### config.mk
export PLATFORM = sky130hd
export DESIGN_NAME = acc_seq_ctrl
export DESIGN_NICKNAME = d
export VERILOG_FILES = /design/src/rtl/acc_pkg.sv /design/src/rtl/acc_seq_decode.sv /design/src/rtl/acc_seq_ctrl.sv
export SDC_FILE = /design/constraint.sdc
export NUM_CORES = 1
export LEC_CHECK = 0
export BUFFER_PORTS_ARGS = -buffer_cell sky130_fd_sc_hd__buf_2
export CORE_ASPECT_RATIO = 1.4
export CORE_MARGIN = 4
export CORE_UTILIZATION = 40
export CTS_CLUSTER_SIZE = 8
export DETAILED_ROUTE_END_ITERATION = 16
export PLACE_DENSITY = 0.74
export SLEW_MARGIN = 30
export SYNTH_ARGS = -nofsm -noshare
export SYNTH_HDL_FRONTEND = slang
export SYNTH_SLANG_ARGS = --single-unit
### constraint.sdc
create_clock -name Clk -period 2.6 [get_ports Clk]
set_input_delay 0.26 -clock Clk [delete_from_list [all_inputs] [get_ports Clk]]
set_output_delay 0.26 -clock Clk [all_outputs]
set_load 0.03 [all_outputs]
### src/rtl/acc_pkg.sv
// Shared types and opcode map for the accumulator sequencer and its decoder.
package acc_pkg;

  localparam int unsigned INSTR_W = 9;

  typedef enum logic [2:0] {IDLE, FETCH, DECODE, EXEC, MEM, HALT} state_t;

  // R-type opcodes, instr[7:4]
  localparam logic [3:0] OP_ADD   = 4'd0;
  localparam logic [3:0] OP_LOAD  = 4'd1;
  localparam logic [3:0] OP_MVFR  = 4'd2;
  localparam logic [3:0] OP_SUB   = 4'd3;
  localparam logic [3:0] OP_AND   = 4'd4;
  localparam logic [3:0] OP_OR    = 4'd5;
  localparam logic [3:0] OP_XOR   = 4'd6;
  localparam logic [3:0] OP_SHL   = 4'd7;
  localparam logic [3:0] OP_STR   = 4'd8;
  localparam logic [3:0] OP_SHR   = 4'd9;
  localparam logic [3:0] OP_MOV   = 4'd10;
  localparam logic [3:0] OP_BTRU  = 4'd11;
  localparam logic [3:0] OP_CMP   = 4'd12;
  localparam logic [3:0] OP_NOT   = 4'd13;

  // I-type opcodes, instr[7:5]; 0 and 6 are NOPs
  localparam logic [2:0] IOP_ADDI = 3'd1;
  localparam logic [2:0] IOP_SUBI = 3'd2;
  localparam logic [2:0] IOP_B    = 3'd3;
  localparam logic [2:0] IOP_ANDI = 3'd4;
  localparam logic [2:0] IOP_LDI  = 3'd5;
  localparam logic [2:0] IOP_HALT = 3'd7;

  typedef struct packed {
    logic writes_acc;  // ACC takes AluOut in EXEC
    logic is_mem;
    logic is_store;
    logic is_branch;   // taken only when AluBranch is set
    logic is_halt;
    logic reg_we;
  } dec_t;

endpackage

### src/rtl/acc_seq_decode.sv
// Combinational instruction classifier: turns the latched IR into the
// control flags the sequencer needs in EXEC and MEM.
module acc_seq_decode
  import acc_pkg::*;
(
  input  logic [INSTR_W-1:0] ir_i,
  output dec_t               dec_o
);

  logic [3:0] rop;
  logic [2:0] iop;

  assign rop = ir_i[7:4];
  assign iop = ir_i[7:5];

  always_comb begin
    dec_o = '0;
    if (ir_i[INSTR_W-1]) begin
      unique case (rop)
        OP_ADD, OP_SUB, OP_AND, OP_OR, OP_XOR, OP_SHL, OP_SHR, OP_MOV, OP_CMP, OP_NOT:
          dec_o.writes_acc = 1'b1;
        OP_LOAD: dec_o.is_mem = 1'b1;
        OP_STR: begin
          dec_o.is_mem   = 1'b1;
          dec_o.is_store = 1'b1;
        end
        OP_MVFR: dec_o.reg_we    = 1'b1;
        OP_BTRU: dec_o.is_branch = 1'b1;
        default: ;
      endcase
    end else begin
      unique case (iop)
        IOP_ADDI, IOP_SUBI, IOP_ANDI, IOP_LDI: dec_o.writes_acc = 1'b1;
        IOP_B:    dec_o.is_branch = 1'b1;
        IOP_HALT: dec_o.is_halt   = 1'b1;
        default: ;
      endcase
    end
  end

endmodule

### src/rtl/acc_seq_ctrl.sv
// Fetch/decode/execute sequencer for the accumulator machine: owns PC, ACC and IR
// and drives the imem, regfile, dmem and ALU interfaces.
module acc_seq_ctrl
  import acc_pkg::*;
#(
  parameter int unsigned     PC_W   = 10,
  parameter logic [PC_W-1:0] RST_PC = '0
) (
  input  logic               Clk,
  input  logic               Reset_n,
  input  logic               Start,
  output logic               Done,
  output logic [PC_W-1:0]    Pc,
  output logic               ImemReq,
  input  logic               ImemValid,
  input  logic [INSTR_W-1:0] ImemData,
  output logic [3:0]         RegRdIdx,
  input  logic [7:0]         RegRdData,
  output logic               RegWe,
  output logic [7:0]         AccOut,
  output logic               AluType,
  output logic [3:0]         AluROp,
  output logic [2:0]         AluIOp,
  output logic [4:0]         AluImm,
  input  logic [7:0]         AluOut,
  input  logic               AluBranch,
  output logic               DmemReq,
  output logic               DmemWe,
  input  logic [7:0]         DmemRdata,
  input  logic               DmemAck
);

  state_t               state_q, state_d;
  logic [PC_W-1:0]      pc_q, pc_d;
  logic [7:0]           acc_q, acc_d;
  logic [INSTR_W-1:0]   ir_q, ir_d;
  logic                 imem_req_q, dmem_req_q, dmem_we_q, reg_we_q, done_q;
  dec_t                 dec;
  logic [PC_W-1:0]      pc_inc, pc_rel, pc_reg;

  acc_seq_decode u_decode (
    .ir_i  (ir_q),
    .dec_o (dec)
  );

  assign pc_inc = pc_q + 1'b1;
  assign pc_rel = pc_q + {{(PC_W-5){ir_q[4]}}, ir_q[4:0]};
  assign pc_reg = PC_W'(RegRdData);

  always_comb begin
    state_d = state_q;
    pc_d    = pc_q;
    acc_d   = acc_q;
    ir_d    = ir_q;
    unique case (state_q)
      IDLE, HALT: begin
        if (Start) begin
          state_d = FETCH;
          pc_d    = RST_PC;
        end
      end
      FETCH: begin
        if (ImemValid) begin
          ir_d    = ImemData;
          state_d = DECODE;
        end
      end
      DECODE: state_d = EXEC;
      EXEC: begin
        state_d = FETCH;
        pc_d    = pc_inc;
        if (dec.writes_acc) acc_d = AluOut;
        // Memory ops and HALT hold the PC; MEM advances it on completion
        if (dec.is_mem) begin
          state_d = MEM;
          pc_d    = pc_q;
        end else if (dec.is_halt) begin
          state_d = HALT;
          pc_d    = pc_q;
        end else if (dec.is_branch && AluBranch) begin
          pc_d = ir_q[INSTR_W-1] ? pc_reg : pc_rel;
        end
      end
      MEM: begin
        if (DmemAck) begin
          state_d = FETCH;
          pc_d    = pc_inc;
          if (!dec.is_store) acc_d = DmemRdata;
        end
      end
      default: state_d = IDLE;
    endcase
  end

  // Strobes are registered from the next state so they line up with state_q
  always_ff @(posedge Clk or negedge Reset_n) begin
    if (!Reset_n) begin
      state_q    <= IDLE;
      pc_q       <= RST_PC;
      acc_q      <= '0;
      ir_q       <= '0;
      imem_req_q <= 1'b0;
      dmem_req_q <= 1'b0;
      dmem_we_q  <= 1'b0;
      reg_we_q   <= 1'b0;
      done_q     <= 1'b0;
    end else begin
      state_q    <= state_d;
      pc_q       <= pc_d;
      acc_q      <= acc_d;
      ir_q       <= ir_d;
      imem_req_q <= (state_d == FETCH);
      dmem_req_q <= (state_d == MEM);
      dmem_we_q  <= (state_d == MEM) && dec.is_store;
      reg_we_q   <= (state_d == EXEC) && dec.reg_we;
      done_q     <= (state_d == HALT);
    end
  end

  assign Done     = done_q;
  assign Pc       = pc_q;
  assign ImemReq  = imem_req_q;
  assign DmemReq  = dmem_req_q;
  assign DmemWe   = dmem_we_q;
  assign RegWe    = reg_we_q;
  assign AccOut   = acc_q;
  assign RegRdIdx = ir_q[3:0];
  assign AluType  = ir_q[INSTR_W-1];
  assign AluROp   = ir_q[7:4];
  assign AluIOp   = ir_q[7:5];
  assign AluImm   = ir_q[4:0];

endmodule

==> key figures, run 1 <==
Finish
  • Post-Layout Cell Count: 396
  • Area Growth Syn to Fin: 16.8%
  • Share of cells above drive strength 1: 0.389
  • Number of diodes: 0
  • FF/Latch Area: 876 um^2
  • # fillers: 581
  • Post-route cell area: 2990 um^2
  • Nets: 373
  • Multi-input gate area: 1490 um^2
  • Final core occ: 0.482

Timing
  • RSZ-0062 raised after global routing: no
  • Tcrit/Tclk final: 0.843
  • Fin. Hold Viols: 0
  • Worst relative slew slack: 0.450
  • Fmax: 456 MHz
  • Skew final: 0.00935 ns
  • Final Max Slew Viols: 0
  • Setup TNS Final: 0 ns
  • Pin slew with the least headroom to its limit: 0.824 ns
  • Final setup viols: 0
  • Crit path time final: 2.19 ns

Placement
  • GPL Wtd Cong: 0.807
  • IO buf count: 78
  • Dpl hpwl: 4.75 mm
  • Placed insts: 388
  • Placed cell areas: 2910 um^2

Synth
  • Mapped Cells: 254
  • Register bit total from synthesis: 35
  • Synth unique cells: 61
  • Netlist Area Pre-Place: 2560 um^2
  • EDFF count, synth: 0
  • Synth warn: 0
  • Main synth FF type: dfrtp_1
  • Net Count, Synth: 304
  • Async set-reset flop share out of synthesis: 1.00
  • Mean area per synthesized cell: 10.1 um^2
  • Sequential fraction of the synthesis area: 0.342

Drt
  • Drc violations: 0
  • Mean routed wirelength per cell: 15.4 um
  • Via count: 2171
  • Drt initial violations: 106
  • Detailed Route WL: 6.12 mm
  • Pre-antenna DRT Iters: 4
  • Via density: 5.48
  • Antenna violation net count after detailed routing: 0

Power
  • Max rail drop VDD: 0.712 mV
  • Pwr dens: 1260 nW/um^2
  • Leakage power figure: 1.41 nW

Clock tree
  • CTS resizes: 0
  • Total setup buffers inserted after CTS: 0
  • Clock slew at reported path FFs: 0.08 ns
  • CTS Buf Count: 5
  • CTS tree: done
  • H-tree depth: 2
  • CTS sink cnt: 35
  • Clk Latency, worst-skew pair: 0.29 ns
  • Clk buf depth: 2
  • Root Driver: clkbuf_8
  • Hold bufs inserted after CTS: 0

Global route
  • Number of global-route vias before repair: 2242
  • Largest net degree at the start of global routing: 36
  • Congestion Overflow GR: 0
  • First-pass GRT wire length: 10.2 mm
  • GRT Overall Usage: 0.168
  • Initial antenna violation count: 0

Setup path
  • Max FO, Critical Path: 7
  • Worst Path Required: 2.83 ns
  • CP Launch Type: register
  • Worst Path Arrival: 2.42 ns
  • CP Capture Type: register
  • Crit Path Class: reg -> reg

Floorplanning
  • Row count: 34
  • Starting density of the core: 0.413
  • Die H: 103 um
  • Die area: 7770 um^2
  • # IOs: 79
  • Die width: 75.6 um
  • Core area: 6210 um^2

Run
  • Max Cap Violations: 0

Outcome
  • Status: finished clean

Hold path
  • Worst hold path class: in -> async
==> sequential cells by signal, summed over array words and instances (netlist names) <==
register	flops
state_q	3
ir_q	9
ImemReq	1
RegWe	1
AccOut	8
Pc	10
Done	1
DmemWe	1
DmemReq	1
==> routing by layer <==
metal  vias up  routed length (um)  global-route usage  part of all wire
met1      1025                2420               0.188              0.39
met5         -                   0                   0                 0
li1       1075                   -                   -                 -
met3         6                 398              0.0429             0.065
met4         0                  52              0.0471            0.0085
met2        65                3250               0.308              0.53
==> per-stage QoR <==
stage	worst slack (ns)	hold WS, ns	power, W
floorplan	0.454	-0.0356	0.00300
global placement	0.514	0.387	0.00334
detailed placement	0.407	0.405	0.00340
CTS	0.396	0.0756	0.00381
global route	0.0815	0.104	0.00408
finish	0.408	0.0635	0.00377
==> Yosys cell counts, drive strengths merged (4+ instances only) <==
library cell	count	area (um^2)
nand2	10	37.5
ha	10	125
nand3	7	35.0
a211oi	4	30.0
mux2	24	304
nor2b	5	31.3
nand2b	5	38.8
dfrtp	35	876
buf	19	160
xnor2	4	35.0
nor4b	4	47.6
nor3	6	30.0
o21a	5	37.5
o21ai	22	118
inv	10	37.5
a21oi	15	86.3
nor2	18	70.1
==> path summary, 6_finish.rpt <==
| kind | startpoint | end | slack [ns] | cells past startpoint |
|---|---|---|---|---|
| max | Pc[0] | Pc[6] | 0.41 | 8 |
| min | Reset_n | state_q[1] | 0.06 | 1 |
| max reg2reg | Pc[0] | Pc[6] | 0.41 | 8 |
| min reg2reg | AccOut[2] | AccOut[2] | 0.51 | 1 |
| max in group asynchronous | Reset_n | Done | 2.02 | 1 |
| min in group Clk | ImemData[1] | ir_q[1] | 0.18 | 3 |
==> where the power goes <==
| group | total, W | switching (W) | internal (W) | leakage, nW |
|---|---|---|---|---|
| sequential | 0.00107 | 0.000327 | 0.000748 | 0.442 |
| combinational | 0.00230 | 0.00139 | 0.000910 | 0.929 |
| clock | 0.000396 | 0.000209 | 0.000187 | 0.0412 |
| total | 0.00377 | 0.00193 | 0.00185 | 1.41 |
==> placed cells by master (no fill, tap or decap), drive strengths merged, types with 6 or more instances in the layout <==
master  netlist  layout
clkbuf        1       6
nand3         7       7
ha           10      10
nand2        10      10
dfrtp        35      35
buf          19      82
nor2         18      18
mux2         24      24
inv          10      10
o21ai        22      22
nor3          6       6
a21oi        15      15
==> critical path, stage by stage, from the launching register on <==
cell and delay (ns):
dfrtp_1 0.44, ha_1 0.22, inv_1 0.06, fa_1 0.37, nor2b_1 0.21, o31a_1 0.17, o21ai_0 0.14, o311ai_0 0.34
a21o_1 0.18
==> area by class of cell <==
class,count,share of cell area
Multi-Input combinational cell,189,0.496
Sequential cell,35,0.293
Timing Repair Buffer,82,0.140
Tap cell,72,0.0301
Clock buffer,6,0.0242
Inverter,10,0.0125
Clock inverter,2,0.00418
==> cells by family (layout without fill, tap and decap cells) <==
kind of cell,count (synthesis),in the layout,share of synthesized area
and+or+nand+nor,69,69,0.154
xor gates and xnor gates,7,7,0.0239
adders and majority gates,11,11,0.0566
AOI/OAI and AO/OA,75,75,0.214
DFF,35,35,0.342
muxes,27,27,0.130
buffers and inverters,30,100,0.0786
Note: power is estimated with default switching activity, not from simulation.
==> inputs of run 2 (changes only) <==
ABC_AREA = 1   (was not set)
PLACE_DENSITY = 0.73   (was 0.74)
clock period = 2.2 ns   (was 2.6 ns; I/O delays follow)
==> run 2 against run 1 <==
Effect of this change:
- register-to-register slack lost 0.17 ns
- synthesized area rose by 5.2%
- first-iteration DRC count rose by 11%
- cell count increased by 42%
- critical path type unchanged
- critical endpoint is now Pc[1]
- largest cell class unchanged
==> key figures, run 2 <==
Outcome
  • Status: finished clean

Power
  • Total chip power: 0.00457 W
  • Clock share of power: 0.101
  • Flop pwr share: 0.263
  • Sw Share: 0.556
  • Max rail drop VDD: 0.588 mV
  • Pwr dens: 1430 nW/um^2
  • Gate power share: 0.636
  • Leakage power figure: 1.85 nW
  • Pint: 0.00203 W
  • Sw power: 0.00254 W

Finish
  • Share of cells above drive strength 1: 0.235
  • Number of diodes: 0
  • Area Growth Syn to Fin: 18.5%
  • Largest register FFs: 10
  • Commonest non-fill, non-tap cell in the layout: nand2_1
  • Nets: 539
  • Most frequent cells in the layout: nand2_1, buf_2, inv_1

Synth
  • Mapped Cells: 413
  • Cell with the most instances after synthesis: nand2_1
  • Netlist Area Pre-Place: 2700 um^2
  • EDFF count, synth: 0
  • Synth warn: 0
  • Net Count, Synth: 463
  • Share of the synthesized area in the top cell type: 0.325
  • Register bit total from synthesis: 35
  • Main synth FF type: dfrtp_1
  • Async set-reset flop share out of synthesis: 1.00
  • Synth area leader: dfrtp_1
  • Mean area per synthesized cell: 6.53 um^2
  • Sequential fraction of the synthesis area: 0.325
  • Synth unique cells: 33
  • Synth top cells by count: nand2_1, inv_1, dfrtp_1
  • Synth area leaders: dfrtp_1, nand2_1, inv_1

Placement
  • GPL Wtd Cong: 0.908
  • IO buf count: 78
  • Dpl hpwl: 5.80 mm

Drt
  • WL met2: 3.82 mm
  • Met3 WL post-DR: 439 um
  • DR top layer: met4
  • Via count: 2824
  • Drt initial violations: 118
  • Detailed Route WL: 7.37 mm
  • Antenna violation net count after detailed routing: 0
  • Drc violations: 0
  • Via density: 5.01
  • WL met1: 2.87 mm
  • Pre-antenna DRT Iters: 5
  • Mean routed wirelength per cell: 13.1 um

Clock tree
  • Root Driver: clkbuf_8
  • CTS tree: done
  • Total setup buffers inserted after CTS: 0
  • H-tree depth: 2
  • Clk buf depth: 2
  • Clk Latency, worst-skew pair: 0.29 ns
  • Hold bufs inserted after CTS: 0
  • CTS Buf Count: 5
  • CTS resizes: 0
  • Clock slew at reported path FFs: 0.07 ns
  • CTS sink cnt: 35

Setup path
  • Reg2Reg Depth: 8
  • Cells along the critical path: inv_1, a21oi_1, nand3_2, nor2_1, inv_2, o21ai_0, nand2_1, o21ai_2
  • Crit-path leading delay family: flip-flops
  • Worst Path Required: 2.42 ns
  • Crit Path Class: reg -> reg
  • CP Launch Type: register
  • Worst Path Arrival: 2.18 ns
  • Worst R2R Setup Slack: 0.24 ns
  • Worst r2r dst: Pc[1]
  • Max FO, Critical Path: 10
  • Slowest stage delay, CP: 0.60 ns
  • Critical path's slowest cell: dfrtp_1
  • R2r startpoint: ir_q[4]
  • CP Capture Type: register
  • Crit path buffers/inverters: 2

Timing
  • Fin. Hold Viols: 0
  • Tcrit/Tclk final: 0.891
  • Fmax: 510 MHz
  • RSZ-0062 raised after global routing: no
  • Setup TNS Final: 0 ns
  • Crit path time final: 1.96 ns
  • Pin slew with the least headroom to its limit: 0.810 ns
  • Final setup viols: 0
  • Fin Hold WS: 0.00891 ns
  • Final Max Slew Viols: 0
  • Worst relative slew slack: 0.460
  • Skew final: 0.00555 ns

Floorplanning
  • Core area: 6570 um^2
  • Die width: 77.4 um
  • Die H: 105 um
  • Starting density of the core: 0.410
  • Die area: 8140 um^2
  • Row count: 35
  • # IOs: 79

Global route
  • Initial antenna violation count: 0
  • Largest net degree at the start of global routing: 36
  • Congestion Overflow GR: 0
  • First-pass GRT wire length: 12.4 mm
  • Number of global-route vias before repair: 2746
  • GRT Overall Usage: 0.187

Run
  • Max Cap Violations: 0

Hold path
  • Worst hold path class: in -> async
==> run 2: cell types whose count changed after synthesis, sizes merged, moves of 7 or more <==
| cell | delta |
|---|---|
| mux2 | -24 |
| inv | +45 |
| buf | -7 |
| nand2 | +150 |
| nor2 | +21 |
| nand3 | +28 |
==> run 2: cell type report <==
cell class | instances | area, um^2
clock inverter | 1 | 5.00
clock buffer | 7 | 76.3
fill | 686 | 3370
sequential | 35 | 876
timing repair buffer | 83 | 428
inverter | 56 | 213
tap | 74 | 92.6
multi-input combinational | 308 | 1510
==> run 2: power groups by stage <==
stage	clock network, W	logic (W)	registers, W
after floorplan	0	0.00188	0.00157
after global placement	0	0.00287	0.00120
after detailed placement	0	0.00290	0.00121
after CTS	0.000472	0.00292	0.00120
after global routing	0.000509	0.00326	0.00124
final	0.000462	0.00291	0.00120
==> run 2: worst max-delay path by stage <==
| stage | from | depth (start not counted) | endpoint |
|---|---|---|---|
| finish | ir_q[4] | 8 | Pc[1] |
| CTS | ir_q[0] | 11 | Pc[8] |
| global route | ir_q[4] | 11 | AccOut[5] |
| floorplan | Pc[0] | 11 | Pc[8] |
| global placement | ir_q[0] | 11 | Pc[8] |
| detailed placement | ir_q[0] | 11 | Pc[8] |
==> run 2: layer usage <==
metal / GRT usage / up-vias
met1: 0.208 / 1273
li1: - / 1441
met2: 0.338 / 87
met3: 0.0345 / 23
met4: 0.0865 / 0
met5: 0 / -
==> run 2: worst register-to-register path, cell delays in order (launching register included) <==
cell and delay [ns]:
dfrtp_1 0.60, inv_1 0.16, a21oi_1 0.19, nand3_2 0.18, nor2_1 0.31, inv_2 0.12, o21ai_0 0.18, nand2_1 0.09
o21ai_2 0.06
==> run 2: per-stage QoR <==
step / instance area, um^2 / std cells / setup WS, ns / util
2_1_floorplan: 2700 / 413 / 0.138 / -
3_3_place_gp: 3110 / 556 / 0.316 / 0.474
3_5_place_dp: 3110 / 556 / 0.293 / 0.474
4_1_cts: 3200 / 564 / 0.279 / 0.486
5_1_grt: 3200 / 564 / 0.0229 / 0.486
6_report: 3200 / 564 / 0.240 / 0.486
==> run 2: logic make-up after synthesis <==
family          synth area share
mux                      0.00371
compound gates            0.0812
xor+xnor                  0.0227
buf+inv                    0.117
fa+ha+maj                 0.0538
simple gates               0.397
flops                      0.325
==> inputs of run 3 (changes only) <==
clock period = 2.51 ns   (was 2.2 ns; I/O delays follow)
==> run 3 against run 2 <==
Effect of this change:
- hold slack improved by 0.043 ns
- via count shrank 3.1%
- die area did not move
- global-route usage fell by 0.88 points
- cell area is 0.51% lower
- fmax is 7.7% lower
- critical endpoint is now Pc[8]
- sequential power fell by 12%
- combinational power decreased by 15%
- utilization shrank 0.25 points
- total power fell by 14%
- cell count shrank 0.71%
- clock skew down 0.0016 ns
==> key figures, run 3 (same netlist as run 2, synthesis figures left out) <==
Floorplanning
  • Die H: 105 um
  • Die area: 8140 um^2
  • Die width: 77.4 um
  • Row count: 35
  • Starting density of the core: 0.410
  • # IOs: 79
  • Core area: 6570 um^2

Power
  • Flop pwr share: 0.269
  • Gate power share: 0.627
  • Sw power: 0.00218 W
  • Leakage power figure: 1.84 nW
  • Max rail drop VDD: 0.481 mV
  • Sw Share: 0.550
  • Pwr dens: 1240 nW/um^2
  • Clock share of power: 0.104
  • Pint: 0.00178 W
  • Total chip power: 0.00395 W

Clock tree
  • Hold bufs inserted after CTS: 0
  • Root Driver: clkbuf_8
  • Clock slew at reported path FFs: 0.07 ns
  • Total setup buffers inserted after CTS: 0
  • CTS sink cnt: 35
  • CTS Buf Count: 5
  • Clk Latency, worst-skew pair: 0.28 ns
  • CTS resizes: 0
  • H-tree depth: 2
  • CTS tree: done
  • Clk buf depth: 2

Timing
  • Setup TNS Final: 0 ns
  • Final Max Slew Viols: 0
  • Final setup viols: 0
  • Tcrit/Tclk final: 0.846
  • RSZ-0062 raised after global routing: no
  • Skew final: 0.00399 ns
  • Crit path time final: 2.12 ns
  • Worst relative slew slack: 0.469
  • Pin slew with the least headroom to its limit: 0.797 ns
  • Fmax: 471 MHz
  • Fin. Hold Viols: 0

Finish
  • Nets: 536
  • Number of diodes: 0
  • Largest register FFs: 10
  • Most frequent cells in the layout: nand2_1, buf_2, inv_1
  • Area Growth Syn to Fin: 17.9%
  • Share of cells above drive strength 1: 0.233
  • Commonest non-fill, non-tap cell in the layout: nand2_1
  • # fillers: 707

Global route
  • Number of global-route vias before repair: 2709
  • GRT Overall Usage: 0.178
  • Congestion Overflow GR: 0
  • Met3 Usage GRT: 0.0241
  • Top Usage Layer GRT: met2
  • Initial antenna violation count: 0
  • First-pass GRT wire length: 11.8 mm
  • Largest net degree at the start of global routing: 36
  • Met1 Resource Use GR: 0.195
  • Met2 Use GR: 0.333

Drt
  • Antenna violation net count after detailed routing: 0
  • Drc violations: 0
  • Pre-antenna DRT Iters: 4
  • Detailed Route WL: 6.87 mm
  • Via density: 4.89
  • Via count: 2736
  • Mean routed wirelength per cell: 12.3 um
  • Drt initial violations: 123

Hold path
  • Worst hold path class: in -> async

Setup path
  • Worst Path Arrival: 2.34 ns
  • CP Capture Type: register
  • CP Launch Type: register
  • Max FO, Critical Path: 10
  • Worst Path Required: 2.72 ns
  • Crit Path Class: reg -> reg

Placement
  • GPL Wtd Cong: 0.902
  • Dpl hpwl: 5.51 mm
  • IO buf count: 78

Outcome
  • Status: finished clean

Run
  • Max Cap Violations: 0
## run 3: changes by cell type in the layout (fill, tap and decap cells not counted)
cell / delta
buf_4: -3
clkbuf_8: +1
clkbuf_1: -2
## run 3: worst max-delay path, stage by stage, from the launching register on
cell and delay (ns):
dfrtp_1 0.53, ha_1 0.25, inv_1 0.07, fa_1 0.41
nand3b_1 0.19, nand2_1 0.12, nand2_1 0.08, nand3b_1 0.09
nand3_1 0.08, nand2_1 0.07, nand2_1 0.06, a21oi_2 0.11
## run 3: routing by layer
layer | wire length [um] | vias to the layer above
met5 | 0 | -
met4 | 207 | 0
met3 | 334 | 14
met2 | 3540 | 71
met1 | 2780 | 1216
li1 | - | 1435
## run 3: final timing paths
check,start,end,slack [ns],cells after the start
max reg2reg,Pc[0],Pc[8],0.39,11
max,Pc[0],Pc[8],0.39,11
min in group Clk,ImemData[3],ir_q[3],0.16,3
min,Reset_n,DmemReq,0.05,1
min reg2reg,AccOut[6],AccOut[6],0.51,2
max in group asynchronous,Reset_n,Pc[6],1.95,1
## run 3: power groups by stage
stage | clock (W) | combinational (W) | sequential [W]
after floorplan | 0 | 0.00165 | 0.00138
after global placement | 0 | 0.00247 | 0.00107
after detailed placement | 0 | 0.00250 | 0.00108
after CTS | 0.000424 | 0.00251 | 0.00107
after global routing | 0.000449 | 0.00279 | 0.00111
final | 0.000410 | 0.00248 | 0.00106
## run 3: metrics by stage
stage / cell area (um^2) / util / std cells / worst slack (ns) / hold slack [ns]
after floorplan: 2700 / - / 413 / 0.448 / -0.0446
after global placement: 3090 / 0.471 / 553 / 0.511 / 0.372
after detailed placement: 3090 / 0.471 / 553 / 0.400 / 0.385
after CTS: 3180 / 0.484 / 560 / 0.388 / 0.0773
after global routing: 3180 / 0.484 / 560 / 0.188 / 0.119
final: 3180 / 0.484 / 560 / 0.386 / 0.0524
## run 3: area by class of cell
type                            instances  area [um^2]  area share
Clock buffer                            6         82.6      0.0260
Timing Repair Buffer                   80          405       0.128
Multi-Input combinational cell        308         1510       0.473
Sequential cell                        35          876       0.275
Tap cell                               74         92.6      0.0291
Clock inverter                          1         5.00     0.00157
Inverter                               56          213      0.0669
